File: config.mk
export PLATFORM = sky130hd
export DESIGN_NAME = multicycle_control_unit
export DESIGN_NICKNAME = d
export VERILOG_FILES = /design/src/rtl/multicycle_control_unit.sv
export SDC_FILE = /design/constraint.sdc
export NUM_CORES = 1
export LEC_CHECK = 0
export BUFFER_PORTS_ARGS = -buffer_cell sky130_fd_sc_hd__buf_2
export CORE_MARGIN = 2
export CORE_UTILIZATION = 45
export CTS_CLUSTER_DIAMETER = 50
export DETAILED_ROUTE_END_ITERATION = 10
export GPL_TIMING_DRIVEN = 0
export HOLD_SLACK_MARGIN = 0.08
export PLACE_DENSITY_LB_ADDON = 0.15
export SLEW_MARGIN = 20
export SYNTH_ARGS = -nofsm -noshare
export SYNTH_HDL_FRONTEND = slang
export SYNTH_SLANG_ARGS = --single-unit
File: constraint.sdc
create_clock -name clk -period 1.5 [get_ports clk]
set_input_delay 0.225 -clock clk [delete_from_list [all_inputs] [get_ports clk]]
set_output_delay 0.225 -clock clk [all_outputs]
set_load 0.01 [all_outputs]
File: src/rtl/multicycle_control_unit.sv
// multicycle_control_unit: multicycle FSM sequencing fetch/decode/execute/memory/writeback for the MIPS datapath
//
// Optional feature: define MCU_JUMP_EN to decode opcode 000010 (j) into the JUMP state.
// Without it, j is reported as an illegal opcode.
//
// Ports:
//   clk        in   system clock, rising edge
//   reset      in   asynchronous active-high reset
//   opcode     in   IR[31:26]
//   memReady   in   memory completes the current access this cycle
//   pcWrite    out  unconditional PC load
//   branch     out  conditional PC load (ANDed with ALU zero outside)
//   iorD       out  memory address source (0 = PC, 1 = ALUOut)
//   memRead    out  memory read request
//   memWrite   out  memory write request
//   irWrite    out  instruction register load
//   regDst     out  register write destination (1 = rd, 0 = rt)
//   memToReg   out  writeback source (1 = MDR, 0 = ALUOut)
//   regWrite   out  register file write enable
//   aluSrcA    out  ALU A (0 = PC, 1 = reg A)
//   aluSrcB    out  ALU B (00 = reg B, 01 = 4, 10 = imm, 11 = imm << 2)
//   aluOp      out  ALU class (00 add, 01 sub, 10 funct)
//   pcSrc      out  PC source (00 ALU, 01 ALUOut, 10 jump target)
//   illegalOp  out  pulse on unsupported opcode in DECODE
//   memTimeout out  pulse when a memory wait is aborted
//   state      out  current FSM state (debug)
module multicycle_control_unit #(
    parameter int WAIT_TIMEOUT = 15,
    parameter int ALUOP_W      = 2
) (
    input  logic               clk,
    input  logic               reset,
    input  logic [5:0]         opcode,
    input  logic               memReady,
    output logic               pcWrite,
    output logic               branch,
    output logic               iorD,
    output logic               memRead,
    output logic               memWrite,
    output logic               irWrite,
    output logic               regDst,
    output logic               memToReg,
    output logic               regWrite,
    output logic               aluSrcA,
    output logic [1:0]         aluSrcB,
    output logic [ALUOP_W-1:0] aluOp,
    output logic [1:0]         pcSrc,
    output logic               illegalOp,
    output logic               memTimeout,
    output logic [3:0]         state
);
    // A zero timeout still needs a one-bit counter so the declarations stay legal.
    localparam int CNT_W = (WAIT_TIMEOUT > 0) ? $clog2(WAIT_TIMEOUT + 1) : 1;
    localparam logic [CNT_W-1:0] CNT_MAX = CNT_W'(WAIT_TIMEOUT);

    localparam logic [3:0] FETCH  = 4'd0;
    localparam logic [3:0] DECODE = 4'd1;
    localparam logic [3:0] MEMADR = 4'd2;
    localparam logic [3:0] MEMRD  = 4'd3;
    localparam logic [3:0] MEMWB  = 4'd4;
    localparam logic [3:0] MEMWR  = 4'd5;
    localparam logic [3:0] EXEC   = 4'd6;
    localparam logic [3:0] ALUWB  = 4'd7;
    localparam logic [3:0] BRANCH = 4'd8;
    localparam logic [3:0] JUMP   = 4'd9;

    localparam logic [5:0] OP_LW  = 6'b100011;
    localparam logic [5:0] OP_SW  = 6'b101011;
    localparam logic [5:0] OP_R   = 6'b000000;
    localparam logic [5:0] OP_BEQ = 6'b000100;
    localparam logic [5:0] OP_J   = 6'b000010;

    localparam logic [ALUOP_W-1:0] ALU_ADD   = '0;
    localparam logic [ALUOP_W-1:0] ALU_SUB   = ALUOP_W'(1);
    localparam logic [ALUOP_W-1:0] ALU_FUNCT = ALUOP_W'(2);

    logic [3:0]       nextState;
    logic [CNT_W-1:0] waitCnt;
    logic             waitState;
    logic             timeoutHit;
    logic             decodeLegal;

    always_comb begin
        waitState  = (state == FETCH) || (state == MEMRD) || (state == MEMWR);
        // memReady in the same cycle as an expired count wins, so it masks the abort.
        timeoutHit = (WAIT_TIMEOUT > 0) && waitState && !memReady && (waitCnt == CNT_MAX);
`ifdef MCU_JUMP_EN
        decodeLegal = (opcode == OP_LW) || (opcode == OP_SW) || (opcode == OP_R)
                   || (opcode == OP_BEQ) || (opcode == OP_J);
`else
        decodeLegal = (opcode == OP_LW) || (opcode == OP_SW) || (opcode == OP_R)
                   || (opcode == OP_BEQ);
`endif
    end

    always_comb begin
        nextState = FETCH;
        case (state)
            FETCH:  nextState = memReady ? DECODE : FETCH;
            DECODE: nextState = (opcode == OP_LW || opcode == OP_SW) ? MEMADR :
                                (opcode == OP_R)   ? EXEC   :
                                (opcode == OP_BEQ) ? BRANCH :
`ifdef MCU_JUMP_EN
                                (opcode == OP_J)   ? JUMP   :
`endif
                                FETCH;
            // IR is held through the instruction, so opcode is still valid here.
            MEMADR: nextState = (opcode == OP_LW) ? MEMRD : MEMWR;
            MEMRD:  nextState = memReady ? MEMWB : (timeoutHit ? FETCH : MEMRD);
            MEMWB:  nextState = FETCH;
            MEMWR:  nextState = (memReady || timeoutHit) ? FETCH : MEMWR;
            EXEC:   nextState = ALUWB;
            ALUWB:  nextState = FETCH;
            BRANCH: nextState = FETCH;
`ifdef MCU_JUMP_EN
            JUMP:   nextState = FETCH;
`endif
            default: nextState = FETCH;
        endcase
    end

    always_ff @(posedge clk or posedge reset) begin
        if (reset) begin
            state   <= FETCH;
            waitCnt <= '0;
        end else begin
            state <= nextState;
            if (!waitState || memReady || timeoutHit || nextState != state)
                waitCnt <= '0;
            else if (waitCnt != CNT_MAX)
                waitCnt <= waitCnt + 1'b1;
        end
    end

    always_comb begin
        pcWrite    = 1'b0;
        branch     = 1'b0;
        iorD       = 1'b0;
        memRead    = 1'b0;
        memWrite   = 1'b0;
        irWrite    = 1'b0;
        regDst     = 1'b0;
        memToReg   = 1'b0;
        regWrite   = 1'b0;
        aluSrcA    = 1'b0;
        aluSrcB    = 2'b00;
        aluOp      = ALU_ADD;
        pcSrc      = 2'b00;
        illegalOp  = (state == DECODE) && !decodeLegal;
        memTimeout = timeoutHit;
        case (state)
            FETCH: begin
                memRead = 1'b1;
                aluSrcB = 2'b01;
                irWrite = memReady;
                pcWrite = memReady;
            end
            DECODE: aluSrcB = 2'b11;
            MEMADR: begin
                aluSrcA = 1'b1;
                aluSrcB = 2'b10;
            end
            MEMRD: begin
                memRead = 1'b1;
                iorD    = 1'b1;
            end
            MEMWB: begin
                memToReg = 1'b1;
                regWrite = 1'b1;
            end
            MEMWR: begin
                memWrite = 1'b1;
                iorD     = 1'b1;
            end
            EXEC: begin
                aluSrcA = 1'b1;
                aluOp   = ALU_FUNCT;
            end
            ALUWB: begin
                regDst   = 1'b1;
                regWrite = 1'b1;
            end
            BRANCH: begin
                aluSrcA = 1'b1;
                aluOp   = ALU_SUB;
                pcSrc   = 2'b01;
                branch  = 1'b1;
            end
`ifdef MCU_JUMP_EN
            JUMP: begin
                pcSrc   = 2'b10;
                pcWrite = 1'b1;
            end
`endif
            default: ;
        endcase
    end
endmodule

### Word-level counts from Yosys, hierarchy flattened

Index checks and enable logic that the tools add are counted.

* register bits: 8
* input bits: 9

* reductions and logical operators: 22
* add/sub/neg operators: 1
* muxes and demuxes: 23
* equality and inequality tests: 14

Operators with widths (number)
* case mux 4 bit (6 select lines): 1
* two-way mux 4 bit: 5
* equality test 4 x 3 -> 1 bit (second input constant): 4
* equality test 6 bit (second input constant): 2
* two-way mux 1 bit: 11
* logical OR 1 bit: 9
* two-way mux 3 bit: 3
* equality test 4 x 2 -> 1 bit (second input constant): 2
* equality test 4 bit (second input constant): 2
* equality test 6 x 3 -> 1 bit (second input constant): 1
* logical NOT 6 bit: 1
* case mux 2 bit (3 select lines): 1
* OR reduction 2 bit: 3
* adder 4 x 1 -> 4 bit (second input constant): 1
* equality test 4 x 1 -> 1 bit (second input constant): 1
* logical NOT 4 bit: 1
* inequality test 4 bit: 1
* inequality test 4 bit (second input constant): 1
* case mux 2 bit (2 select lines): 1
* logical AND 1 bit: 3
* logical NOT 1 bit: 3
* OR reduction 3 bit: 1
* two-way mux 2 bit: 1
* nonzero test 2 bit: 1

### Logic depth before layout (Yosys ltp)

* depth after elaboration: 11
* gate-level depth with buffers: 5

### Least setup slack after synthesis

Ideal clock, no wire load.

* path type: register -> output
* from: reg state[1]
* to: out pcSrc[0]
* path buffers: 2
* data arrival time: 1.401 ns
* stages on the path, launching flop included: 4
* setup slack: -0.126 ns
* path through: dfrtp_1 buf_2 nor4_1 buf_4

* longest elaborated chain between the ends: 2

RTL lines
* start, declared: RTL line 50 `output logic [3:0] state`
* start signal, assigned: RTL line 127 `state <= nextState;`
* equality test 4 bit: RTL line 151 `case (state)`
* two-way mux 1 bit: RTL line 151
* end, declared: RTL line 47 `output logic [1:0] pcSrc,`

No other way between the ends.

### Worst setup path in the final report

* from: reg state[3]
* to: out regWrite

* longest elaborated chain between the ends: 3

RTL lines
* equality test 4 x 3 -> 1 bit: RTL line 151
* OR reduction 2 bit (no source line) (*)
* two-way mux 1 bit (*): RTL line 151
* end, declared: RTL line 43 `output logic regWrite,`

Every way passes the cells marked *; elsewhere a longest branch is shown, timed or not.

==> impl_metrics.ini <==
[run_status]
outcome = complete, but fails checks
violations = negative setup slack

[layout]
fin_area_um2 = 1150
stdcell_count = 155
nets = 151
fillers = 105
area_delta_synth_final_pct = 70.1
diodes = 0
drive_gt1_share_pct = 59.7
fin_util_pct = 79.3

[timing]
finalCritPeriodShare_pct = 113
layout_setup_ws_ns = -0.198
timing.final.hold_violations = 0
rsz0062_at_grt = yes
finalMaxSlewViolations = 0
finClkSkew_ns = 0.00194
finalCriticalPeriod_ns = 1.70
setup_viol = 12
fmax_mhz = 589

[synthesis]
yosysSeqAreaShare_pct = 29.5
synthMuxAreaShare_pct = 0
synthSimpleGateAreaFrac_pct = 38.9
synth_edf_count = 0
synth_nets = 98
synth-main-ff-cell = dfrtp_1
synthAdderAreaFrac_pct = 1.85
ys_seq_elements = 8
synth_async_sr_flop_share_pct = 100
syn_inst = 88
synth.distinct_cells = 36
synthesis.area_um2 = 678
synth_top_family_by_area = simple AND/OR/NAND/NOR gates
synth_compound_area_share_pct = 15.1
yosys_warnings = 0
syn_area_per_cell_um2 = 7.71
synthXorXnorAreaFrac_pct = 3.87

[clock_tree]
cts_tree = yes
cts-root-buf = clkbuf_4
numCtsBuffers = 3
clkLatencyLatePin_ns = 0.25
clk_pin_slew_ns = 0.05
htree_levels = 1
clockBufferDepth = 2
clock-sinks = 8

[floorplan]
rows = 14
initial_core_util_pct = 46.6
die_w_um = 42.8
dieArea_um2 = 1830
core_um2 = 1450
die_h_um = 42.8
io_pins = 31

[setup_path]
timing.critical_path.from = state[3]$_DFF_PP0_
required_ns = 1.27
crit_fanout = 7
crit_arrival_ns = 1.47
startpoint_type = flip-flop
worstSetupEndpointType = output pin
crit_type = reg2out
reg2reg_from = state[3]$_DFF_PP0_

[place]
numPortBuffers = 29
postPlaceCellArea_um2 = 850
dp_hpwl_um = 1250
dpl.cell_count = 133
routabilityCongestion = 0.765

[job]
drv_cap = 0

[power]
p_leak_nw = 0.591
p_per_area_nw_per_um2 = 576
total_power_mw = 0.665
vdd_drop_max_uv = 636

[global_routing]
antenna_found_initial = 0
grt_overflow = 0
grtUsageTotal_pct = 26.5
grt_pass1_vias = 802
grt_pass1_wl_um = 3640
grt_max_degree = 11

[hold_path]
min-delay-start = opcode[2]
hp-class = in2reg

[drt]
drc = 0
detail_route.wl_per_cell_um = 16.1
wirelength_um = 2500
drt_first_pass_iters = 4
vias = 877
postRouteAntennaNets = 0
drtIter0Drc = 13
via_per_inst = 5.66
Yosys cell counts (2+ instances only):
cell | count | area, um2
xor2_1 | 2 | 17.5
nand2b_1 | 4 | 25.0
nor3_1 | 6 | 30.0
buf_2 | 3 | 15.0
nand3_1 | 3 | 15.0
a31oi_1 | 3 | 18.8
nand2_1 | 8 | 30.0
nor4_1 | 2 | 12.5
nor2_1 | 15 | 56.3
buf_4 | 3 | 22.5
dfrtp_1 | 8 | 200
a21oi_1 | 3 | 15.0
and3_1 | 2 | 12.5
inv_1 | 4 | 15.0
registers in the layout (all words and copies together) (netlist names):
register  flops
state         4
waitCnt       4
cell families after synthesis:
logic type	after synthesis
fa+ha+maj	1
xor+xnor	3
flops	8
buf+inv	12
compound gates	14
simple gates	49
other cells	1
repair_timing:
action,in CTS,in global routing
hold buffers,1,0
pin swaps,7,5
gates resized for setup,24,12
setup buffers,14,4
endpoints found under the setup margin,18,18
hold endpoints to repair,8,0
gates cloned,1,0
worst paths after layout:
check / to / slack, ns / depth (start not counted)
worst min register to register: waitCnt[0]$_DFFE_PP0P_ / 0.49 / 1
min in group asynchronous: waitCnt[3]$_DFFE_PP0P_ / 0.46 / 3
worst max-delay path: regWrite / -0.20 / 6
worst max register to register: waitCnt[2]$_DFFE_PP0P_ / 0.04 / 7
max in group asynchronous: state[1]$_DFF_PP0_ / 0.78 / 3
worst min-delay path: state[3]$_DFF_PP0_ / 0.26 / 2
cells in the final DEF, fill, tap and decap left out, drive strengths merged:
| master | n |
|---|---|
| buf | 54 |
| or3 | 1 |
| nand3 | 3 |
| a21o | 1 |
| clkbuf | 3 |
| o21a | 1 |
| nor3 | 7 |
| inv | 4 |
| a21oi | 3 |
| o31ai | 1 |
| and3 | 2 |
| nor2b | 1 |
| xnor2 | 1 |
| xor2 | 2 |
| o21ai | 1 |
| nor4 | 2 |
| clkinv | 1 |
| a31oi | 4 |
| a21boi | 1 |
| conb | 1 |
| and4 | 1 |
| o32ai | 1 |
| nand2b | 5 |
| dfrtp | 8 |
| o211ai | 1 |
| and4bb | 2 |
| or2 | 1 |
| dlygate4sd3 | 1 |
| nand2 | 9 |
| nor2 | 15 |
| ha | 1 |
metal layers:
layer | track usage [%] | wire length (um)
met5 | 0 | 0
met3 | 6.81 | 107
met1 | 31.1 | 983
met2 | 45.5 | 1320
met4 | 10.6 | 89
power breakdown:
group / switching [mW] / internal, mW / leakage [nW]
Sequential: 0.0141 / 0.229 / 0.104
Combinational: 0.132 / 0.124 / 0.473
Clock: 0.0747 / 0.0917 / 0.0138
critical path: stages, from the launching register on:
cell	delay, ns
dfrtp_1	0.38
buf_6	0.16
clkinv_4	0.11
nand2_4	0.11
nor2_2	0.05
or2_2	0.28
buf_2	0.14
metrics by stage:
stage / setup TNS (ns) / setup WS [ns] / hold slack, ns
3_5_place_dp: -0.0772 / -0.0681 / 0.176
2_1_floorplan: 0 / 0.00489 / 0.0407
3_3_place_gp: -0.0187 / -0.0187 / 0.171
6_report: -1.14 / -0.198 / 0.261
5_1_grt: -2.15 / -0.277 / 0.262
4_1_cts: -0.699 / -0.129 / 0.250
layout make-up:
type                       count  area, um2  share of cell area [%]
multi-input combinational     68        517                    44.8
timing repair buffer          48        295                    25.6
sequential                     8        204                    17.7
tap                           16       20.0                    1.74
buffer                         7       71.3                    6.18
inverter                       5       23.8                    2.06
clock buffer                   3       22.5                    1.95
No activity file was read; power rests on OpenSTA's default activity.
